File: src/rtl/dyn_branch_predictor.sv
// Dynamic branch predictor: 2-bit saturating PHT plus direct-mapped BTB.
// Optional gshare indexing is enabled by defining the macro GSHARE_EN.
module dyn_branch_predictor #(
  parameter int PHT_W   = 6,
  parameter int BTB_W   = 4,
  parameter int GHR_LEN = 6
) (
  input  logic        clk,
  input  logic        rst,
  input  logic [31:0] pc_i,
  output logic        pre_take_o,
  output logic [31:0] pre_target_o,
  input  logic        fb_valid_i,
  input  logic [31:0] fb_pc_i,
  input  logic        fb_taken_i,
  input  logic [31:0] fb_target_i
);

  localparam int PHT_N = 1 << PHT_W;
  localparam int BTB_N = 1 << BTB_W;
  localparam int TAG_W = 31 - BTB_W;

  logic [1:0]       pht_q [PHT_N];
  logic [BTB_N-1:0] btbValid_q;
  logic [TAG_W-1:0] btbTag_q [BTB_N];
  logic [30:0]      btbTarget_q [BTB_N];

  logic [PHT_W-1:0] rdIdx;
  logic [PHT_W-1:0] fbIdx;
  logic [BTB_W-1:0] rdSlot;
  logic [BTB_W-1:0] fbSlot;
  logic [TAG_W-1:0] rdTag;
  logic [TAG_W-1:0] fbTag;
  logic [1:0]       fbCnt;
  logic [1:0]       phtCnt_d;
  logic             btbHit;
  logic             btbWrite;
  logic             unused_ok;

  assign unused_ok = ^{pc_i[0], fb_pc_i[0], fb_target_i[0]};

`ifdef GSHARE_EN
  logic [GHR_LEN-1:0] ghr_q;
  logic [GHR_LEN-1:0] ghr_d;

  // Both lookup and feedback hash with the pre-shift history value.
  assign rdIdx = pc_i[PHT_W:1] ^ PHT_W'(ghr_q);
  assign fbIdx = fb_pc_i[PHT_W:1] ^ PHT_W'(ghr_q);
  assign ghr_d = GHR_LEN'({ghr_q, fb_taken_i});

  always_ff @(posedge clk) begin
    if (rst) begin
      ghr_q <= '0;
    end else if (fb_valid_i) begin
      ghr_q <= ghr_d;
    end
  end
`else
  assign rdIdx = pc_i[PHT_W:1];
  assign fbIdx = fb_pc_i[PHT_W:1];
`endif

  assign rdSlot   = pc_i[BTB_W:1];
  assign fbSlot   = fb_pc_i[BTB_W:1];
  assign rdTag    = pc_i[31:BTB_W+1];
  assign fbTag    = fb_pc_i[31:BTB_W+1];
  assign btbWrite = fb_valid_i & fb_taken_i;

  always_comb begin
    fbCnt    = pht_q[fbIdx];
    phtCnt_d = fbCnt;
    if (fb_taken_i) begin
      if (fbCnt != 2'b11) phtCnt_d = fbCnt + 2'b01;
    end else begin
      if (fbCnt != 2'b00) phtCnt_d = fbCnt - 2'b01;
    end
  end

  // Prediction reads only registered state, so same-cycle feedback shows up next cycle.
  always_comb begin
    btbHit       = btbValid_q[rdSlot] & (btbTag_q[rdSlot] == rdTag);
    pre_take_o   = 1'b0;
    pre_target_o = 32'h0;
    if (!rst && btbHit) begin
      pre_take_o   = pht_q[rdIdx][1];
      pre_target_o = {btbTarget_q[rdSlot], 1'b0};
    end
  end

  always_ff @(posedge clk) begin
    if (rst) begin
      for (int i = 0; i < PHT_N; i++) pht_q[i] <= 2'b01;
    end else if (fb_valid_i) begin
      pht_q[fbIdx] <= phtCnt_d;
    end
  end

  always_ff @(posedge clk) begin
    if (rst) begin
      btbValid_q <= '0;
    end else if (btbWrite) begin
      btbValid_q[fbSlot] <= 1'b1;
    end
  end

  // Tag/target storage needs no reset; the valid bits gate every use.
  always_ff @(posedge clk) begin
    if (!rst && btbWrite) begin
      btbTag_q[fbSlot]    <= fbTag;
      btbTarget_q[fbSlot] <= fb_target_i[31:1];
    end
  end

endmodule

File: config.mk
export PLATFORM = sky130hd
export DESIGN_NAME = dyn_branch_predictor
export DESIGN_NICKNAME = d
export VERILOG_FILES = /design/src/rtl/dyn_branch_predictor.sv
export SDC_FILE = /design/constraint.sdc
export NUM_CORES = 1
export LEC_CHECK = 0
export ABC_CLOCK_PERIOD_IN_PS = 4650
export BUFFER_PORTS_ARGS = -buffer_cell sky130_fd_sc_hd__buf_2
export CAP_MARGIN = 20
export CELL_PAD_IN_SITES_DETAIL_PLACEMENT = 0
export CELL_PAD_IN_SITES_GLOBAL_PLACEMENT = 2
export CORE_ASPECT_RATIO = 1.75
export CORE_MARGIN = 2
export CORE_UTILIZATION = 46
export CTS_BUF_LIST = sky130_fd_sc_hd__clkbuf_2 sky130_fd_sc_hd__clkbuf_4 sky130_fd_sc_hd__clkbuf_8
export CTS_CLUSTER_SIZE = 40
export DETAILED_ROUTE_END_ITERATION = 6
export GPL_ROUTABILITY_DRIVEN = 0
export PLACE_DENSITY_LB_ADDON = 0.1
export SKIP_LAST_GASP = 1
export SLEW_MARGIN = 15
export SYNTH_ARGS = -nofsm -noshare
export SYNTH_HDL_FRONTEND = slang
export SYNTH_SLANG_ARGS = --single-unit
File: constraint.sdc
create_clock -name clk -period 4.65 [get_ports clk]
set_clock_uncertainty 0.15 [all_clocks]
set_input_delay 0.465 -clock clk [delete_from_list [all_inputs] [get_ports clk]]
set_output_delay 0.465 -clock clk [all_outputs]
set_load 0.03 [all_outputs]
---- Word level (Yosys, flattened, before mapping) ----
Memory sizes are Yosys's and may differ from the RTL's.
Cells that the tools add are included.
storage, ports and cells
  flip-flop bits (word level) ............. 16
  bits in writable memories ............... 1056
  input port bits ......................... 100
  output and inout bits ................... 33
  word-level logic and storage cells ...... 39
  memories ................................ 3
operators by class
  $add $sub $neg .......................... 2
  magnitude comparators ................... 3
  equal/unequal tests ..................... 2
  mux-type cells .......................... 19
  bitwise gates (word level) .............. 3
  reductions and logical operators ........ 6
memories
  name         depth  bits a word  read ports  clocked after memory_dff  write ports  line  RTL
  btbTarget_q  16     31           1           0                         1            26    logic [30:0] btbTarget_q [BTB_N];
  btbTag_q     16     27           1           0                         1            25    logic [TAG_W-1:0] btbTag_q [BTB_N];
  pht_q        64     2            2           0                         64           23    logic [1:0] pht_q [PHT_N];
operators by type and width
  operator             count
  $mux 32              1
  $eq 27x27->1         1
  $or 16x16->16        1
  $mux 1               11
  $lt 4x5->1 const B   2
  $mux 2               4
  $mux 6               1
  $bmux 1 s4           1
  $demux 1 s4          1
  $ge 4x1->1 const B   1
  $logic_and 1x1->1    3
  $add 2x1->2 const B  1
  $and 1x1->1          2
  $ne 2x2->1 const B   1
  $reduce_bool 2->1    1
  $reduce_or 2->1      1
  $sub 2x1->2 const B  1
  $logic_not 1->1      1

---- Depth between registers and ports, before layout ----
  depth after elaboration ................. 5
  depth in mapped cells ................... 15
  gate-level depth less buffers ........... 8

---- Worst setup path before layout ----
OpenSTA, ideal clock, no wires.
  path kind ............................... input to register
  from .................................... input port fb_pc_i[1]
  to ...................................... memory btbTag_q[9][0] (netlist bit), enable pin
  setup time .............................. 474 ps
  data arrival time ....................... 4405 ps
  data required time ...................... 4026 ps
  setup slack ............................. -380 ps
  stages .................................. 7
  cells stage by stage .................... clkbuf_1 buf_2 clkbuf_1 nand2b_1 or3_1 clkbuf_1 nor2_1
RTL lines
  item             line  RTL
  start, declared  14    input logic [31:0] fb_pc_i,
  end, declared    25
No word-level cell before the write port.

---- Worst setup path after layout ----
  from .................................... memory btbTag_q[14][1] (netlist bit)
  to ...................................... output port pre_take_o
on the way
  longest elaborated chain between the ends .. 5
ends and longest elaborated chain
  item               line  RTL
  $mem_v2 16x27      n/a
  $eq 27x27->1       81    btbHit = btbValid_q[rdSlot] & (btbTag_q[rdSlot] == rdTag);
  $and 1x1->1        81
  $logic_and 1x1->1  84    if (!rst && btbHit) begin
  $mux 1             84
  end, declared      11    output logic pre_take_o,
No other way between the ends.

==> impl_metrics.env <==
export IMPL_outcome="finished, final reports clean"
export IMPL_wl_met2_um=63300
export IMPL_grt_use_total_pct=24.2
export IMPL_antenna_found_initial=19
export IMPL_ys_seq_elements=1072
export IMPL_critPathLaunchType="flop"
export IMPL_layout_drive_gt1_share_pct=32.4
export IMPL_start_util_pct=46.2
export IMPL_die_x_um=238
export IMPL_synth_fa_ha_area_share_pct=0.0455
export IMPL_path_clk_slew_ps=60
export IMPL_crit_type="flop to output port"
export IMPL_yosysSeqAreaShare_pct=72.9
export IMPL_cp_cell_sequence="mux4_2 -> and3b_2 -> o21ai_2 -> o21ai_1 -> a211o_1 -> or4_4 -> nor4_4 -> buf_6 -> buf_12 -> and4_1 -> buf_6"
export IMPL_grt_pass1_vias=24200
export IMPL_worst_ep_arrival_time_ps=4000
export IMPL_coreArea_um2=95200
export IMPL_grt_overflow_total=0
export IMPL_p_leak_nw=16.2
export IMPL_grt_pass1_wl_um=166000
export IMPL_vias=22500
export IMPL_tightest_slew_ps=959
export IMPL_synth_net_count=2322
export IMPL_yosysWarnings=0
export IMPL_setup_viol=0
export IMPL_crit_slowest_cell="mux4_2"
export IMPL_avgSynthCellArea_um2=19.8
export IMPL_synth_xor_area_share_pct=0.518
export IMPL_dr_pass1_iters=5
export IMPL_fin_setup_tns_ps=0
export IMPL_top_layer_used="met5"
export IMPL_synth_top_family_by_area="multiplexers"
export IMPL_crit_fanout=8
export IMPL_clock_latency_ps=870
export IMPL_place_ws_ps=147
export IMPL_synthFlopType="edfxtp_1"
export IMPL_wl_per_cell_um=29.8
export IMPL_syn2layout_area_growth_pct=15.0
export IMPL_finalNetCount=2628
export IMPL_ios=133
export IMPL_required_ps=4030
export IMPL_fillers=7656
export IMPL_cts_made_buffers=158
export IMPL_met1_length_um=41400
export IMPL_hold_worst_slack_ps=152
export IMPL_synth_edf_count=1056
export IMPL_hold_path_class="input pin to flop"
export IMPL_hold_violations=0
export IMPL_yosysUniqueCellTypes=69
export IMPL_cpMostUsedCell="buf_6"
export IMPL_synth_cells=2222
export IMPL_slowest_delay_ps=510
export IMPL_cts_tree="yes"
export IMPL_viasPerCell=5.82
export IMPL_postLayoutSetupSlackWorst_ps=36.6
export IMPL_antenna_left=0
export IMPL_clock_path_buffers=3
export IMPL_yosys_area_share_simple_pct=4.95
export IMPL_place_area_um2=46700
export IMPL_clock_root_buffer="clkbuf_8"
export IMPL_async_flop_share_pct=0
export IMPL_wl_met3_um=5710
export IMPL_synthMuxAreaShare_pct=17.7
export IMPL_design_area_um2=50600
export IMPL_num_rows=150
export IMPL_totalWireLength_um=115000
export IMPL_die_h_um=413
export IMPL_hpwl_um=67300
export IMPL_power_density_nw_per_um2=383
export IMPL_syn_cell_area_um2=44000
export IMPL_drv_cap=0
export IMPL_rsz0062_at_grt="yes"
export IMPL_dieArea_um2=98200
export IMPL_ir_worst_vdd_uv=262
export IMPL_clock_sinks=1072
export IMPL_drc_errors=0
export IMPL_htree_levels=4
export IMPL_period_minus_slack_ps=4610
export IMPL_port_buffers=128
export IMPL_end_kind="output port"
export IMPL_grt_max_degree=65
export IMPL_fmax_mhz=217
export IMPL_drt_initial_drc_count=1362
export IMPL_synth_compound_area_share_pct=1.84
export IMPL_slew_headroom_pct=36.0
export IMPL_fin_crit_sh_pct=99.2
export IMPL_maxSlewViolCount=0
state kept, by name, indices dropped and copies added, names as in the netlist:
name	count
btbTag_q	432
pht_q	128
btbValid_q	16
btbTarget_q	496
per-stage QoR:
stage / cells / total power [mW] / util, %
floorplan: 2222 / 11.6 / -
global placement: 3520 / 12.1 / 49.0
detailed placement: 3520 / 12.1 / 49.0
CTS: 3867 / 19.6 / 53.1
global route: 3867 / 20.0 / 53.1
finish: 3872 / 19.4 / 53.2
path summary, 6_finish.rpt:
path	from	to	slack, ps	depth (start not counted)
setup / recovery	btbTag_q[14][1]$_DFFE_PP_	pre_take_o	40	11
hold / removal	fb_taken_i	btbValid_q[15]$_SDFFE_PP0P_	150	3
setup reg to reg	pht_q[7][1]$_SDFFCE_PN0P_	pht_q[36][0]$_SDFFCE_PN1P_	1360	7
hold reg to reg	btbValid_q[3]$_SDFFE_PP0P_	btbValid_q[3]$_SDFFE_PP0P_	320	2
cell families (layout without fill, tap and decap cells):
family | Yosys count | in the layout
AO/OA/AOI/OAI | 116 | 116
XOR/XNOR | 26 | 26
adder cells (fa/ha/maj) | 2 | 2
buffers and inverters | 180 | 608
flip-flops | 1072 | 1072
multiplexers | 389 | 389
other | 1 | 7
AND/OR/NAND/NOR | 436 | 436
layout by cell type, fill, tap and decap left out, types with 6 or more instances in the layout:
| master | n |
|---|---|
| mux2i_1 | 71 |
| nor2b_1 | 10 |
| a21oi_1 | 15 |
| buf_2 | 93 |
| clkinvlp_4 | 8 |
| xnor2_1 | 18 |
| nand2b_1 | 49 |
| nor2_1 | 84 |
| xor2_1 | 8 |
| clkbuf_4 | 32 |
| buf_6 | 17 |
| nand3_1 | 43 |
| dlygate4sd3_1 | 60 |
| nor3_1 | 41 |
| o21ai_1 | 7 |
| and3_4 | 8 |
| clkinv_2 | 22 |
| nor2_4 | 16 |
| buf_4 | 91 |
| a22oi_1 | 17 |
| edfxtp_1 | 1056 |
| or2_2 | 34 |
| buf_12 | 34 |
| diode_2 | 6 |
| clkinv_1 | 48 |
| dfxtp_1 | 16 |
| and3_1 | 26 |
| o22ai_1 | 19 |
| mux4_2 | 299 |
| o21ai_0 | 12 |
| clkbuf_8 | 163 |
| nand2_1 | 97 |
| mux4_1 | 7 |
| mux2_2 | 9 |
| inv_1 | 25 |
Yosys cell counts (all sizes together), types with 18 or more instances:
| master | count | area, µm² |
|---|---|---|
| and3 | 34 | 213 |
| buf | 82 | 544 |
| clkbuf | 65 | 246 |
| edfxtp | 1056 | 31700 |
| inv | 28 | 105 |
| mux2i | 73 | 731 |
| mux4 | 306 | 6920 |
| nand2 | 97 | 364 |
| nand2b | 49 | 307 |
| nand3 | 43 | 215 |
| nor2 | 100 | 375 |
| nor3 | 41 | 205 |
| o21ai | 20 | 100 |
| o22ai | 19 | 119 |
| or2 | 34 | 213 |
| xnor2 | 18 | 158 |
what timing repair did:
item | CTS | global route
hold endpoints to repair | 930 | 0
gates resized for setup | 49 | 23
hold buffers | 60 | 0
setup endpoints to repair | 32 | 32
gates cloned | 2 | 0
buffers inserted | 3 | 0
pin swaps | 3 | 3
report_power, final:
part           internal [mW]  switching, mW
registers               10.7         0.0244
clock network           3.75           3.65
logic                  0.528          0.735
total                   15.0           4.40
layer usage:
layer  global-route usage, %  vias to the layer above
met2                    44.0                      568
met1                    27.3                    12000
li1                        -                     9726
met5                       0                        -
met4                    10.5                       22
met3                    5.13                      238
area by class of cell:
cell class / count / area [µm²] / area share (%)
diodes: 6 / 15.0 / 0.0297
clock buffers: 195 / 2480 / 4.91
clock inverters: 87 / 520 / 1.03
inverters: 28 / 106 / 0.210
multi-input cells: 970 / 11200 / 22.2
flip-flops and latches: 1072 / 32000 / 63.3
well taps: 1216 / 1520 / 3.01
repair buffers: 298 / 2680 / 5.30
worst max-delay path, delay by kind of cell, from the launching register on:
family,cells,cell delay (ps)
AND/OR/NAND/NOR,4,1190
buffers and inverters,3,540
AO/OA/AOI/OAI,3,530
multiplexers,1,510
flip-flops,1,370
Power figures use the tool's default switching activity.
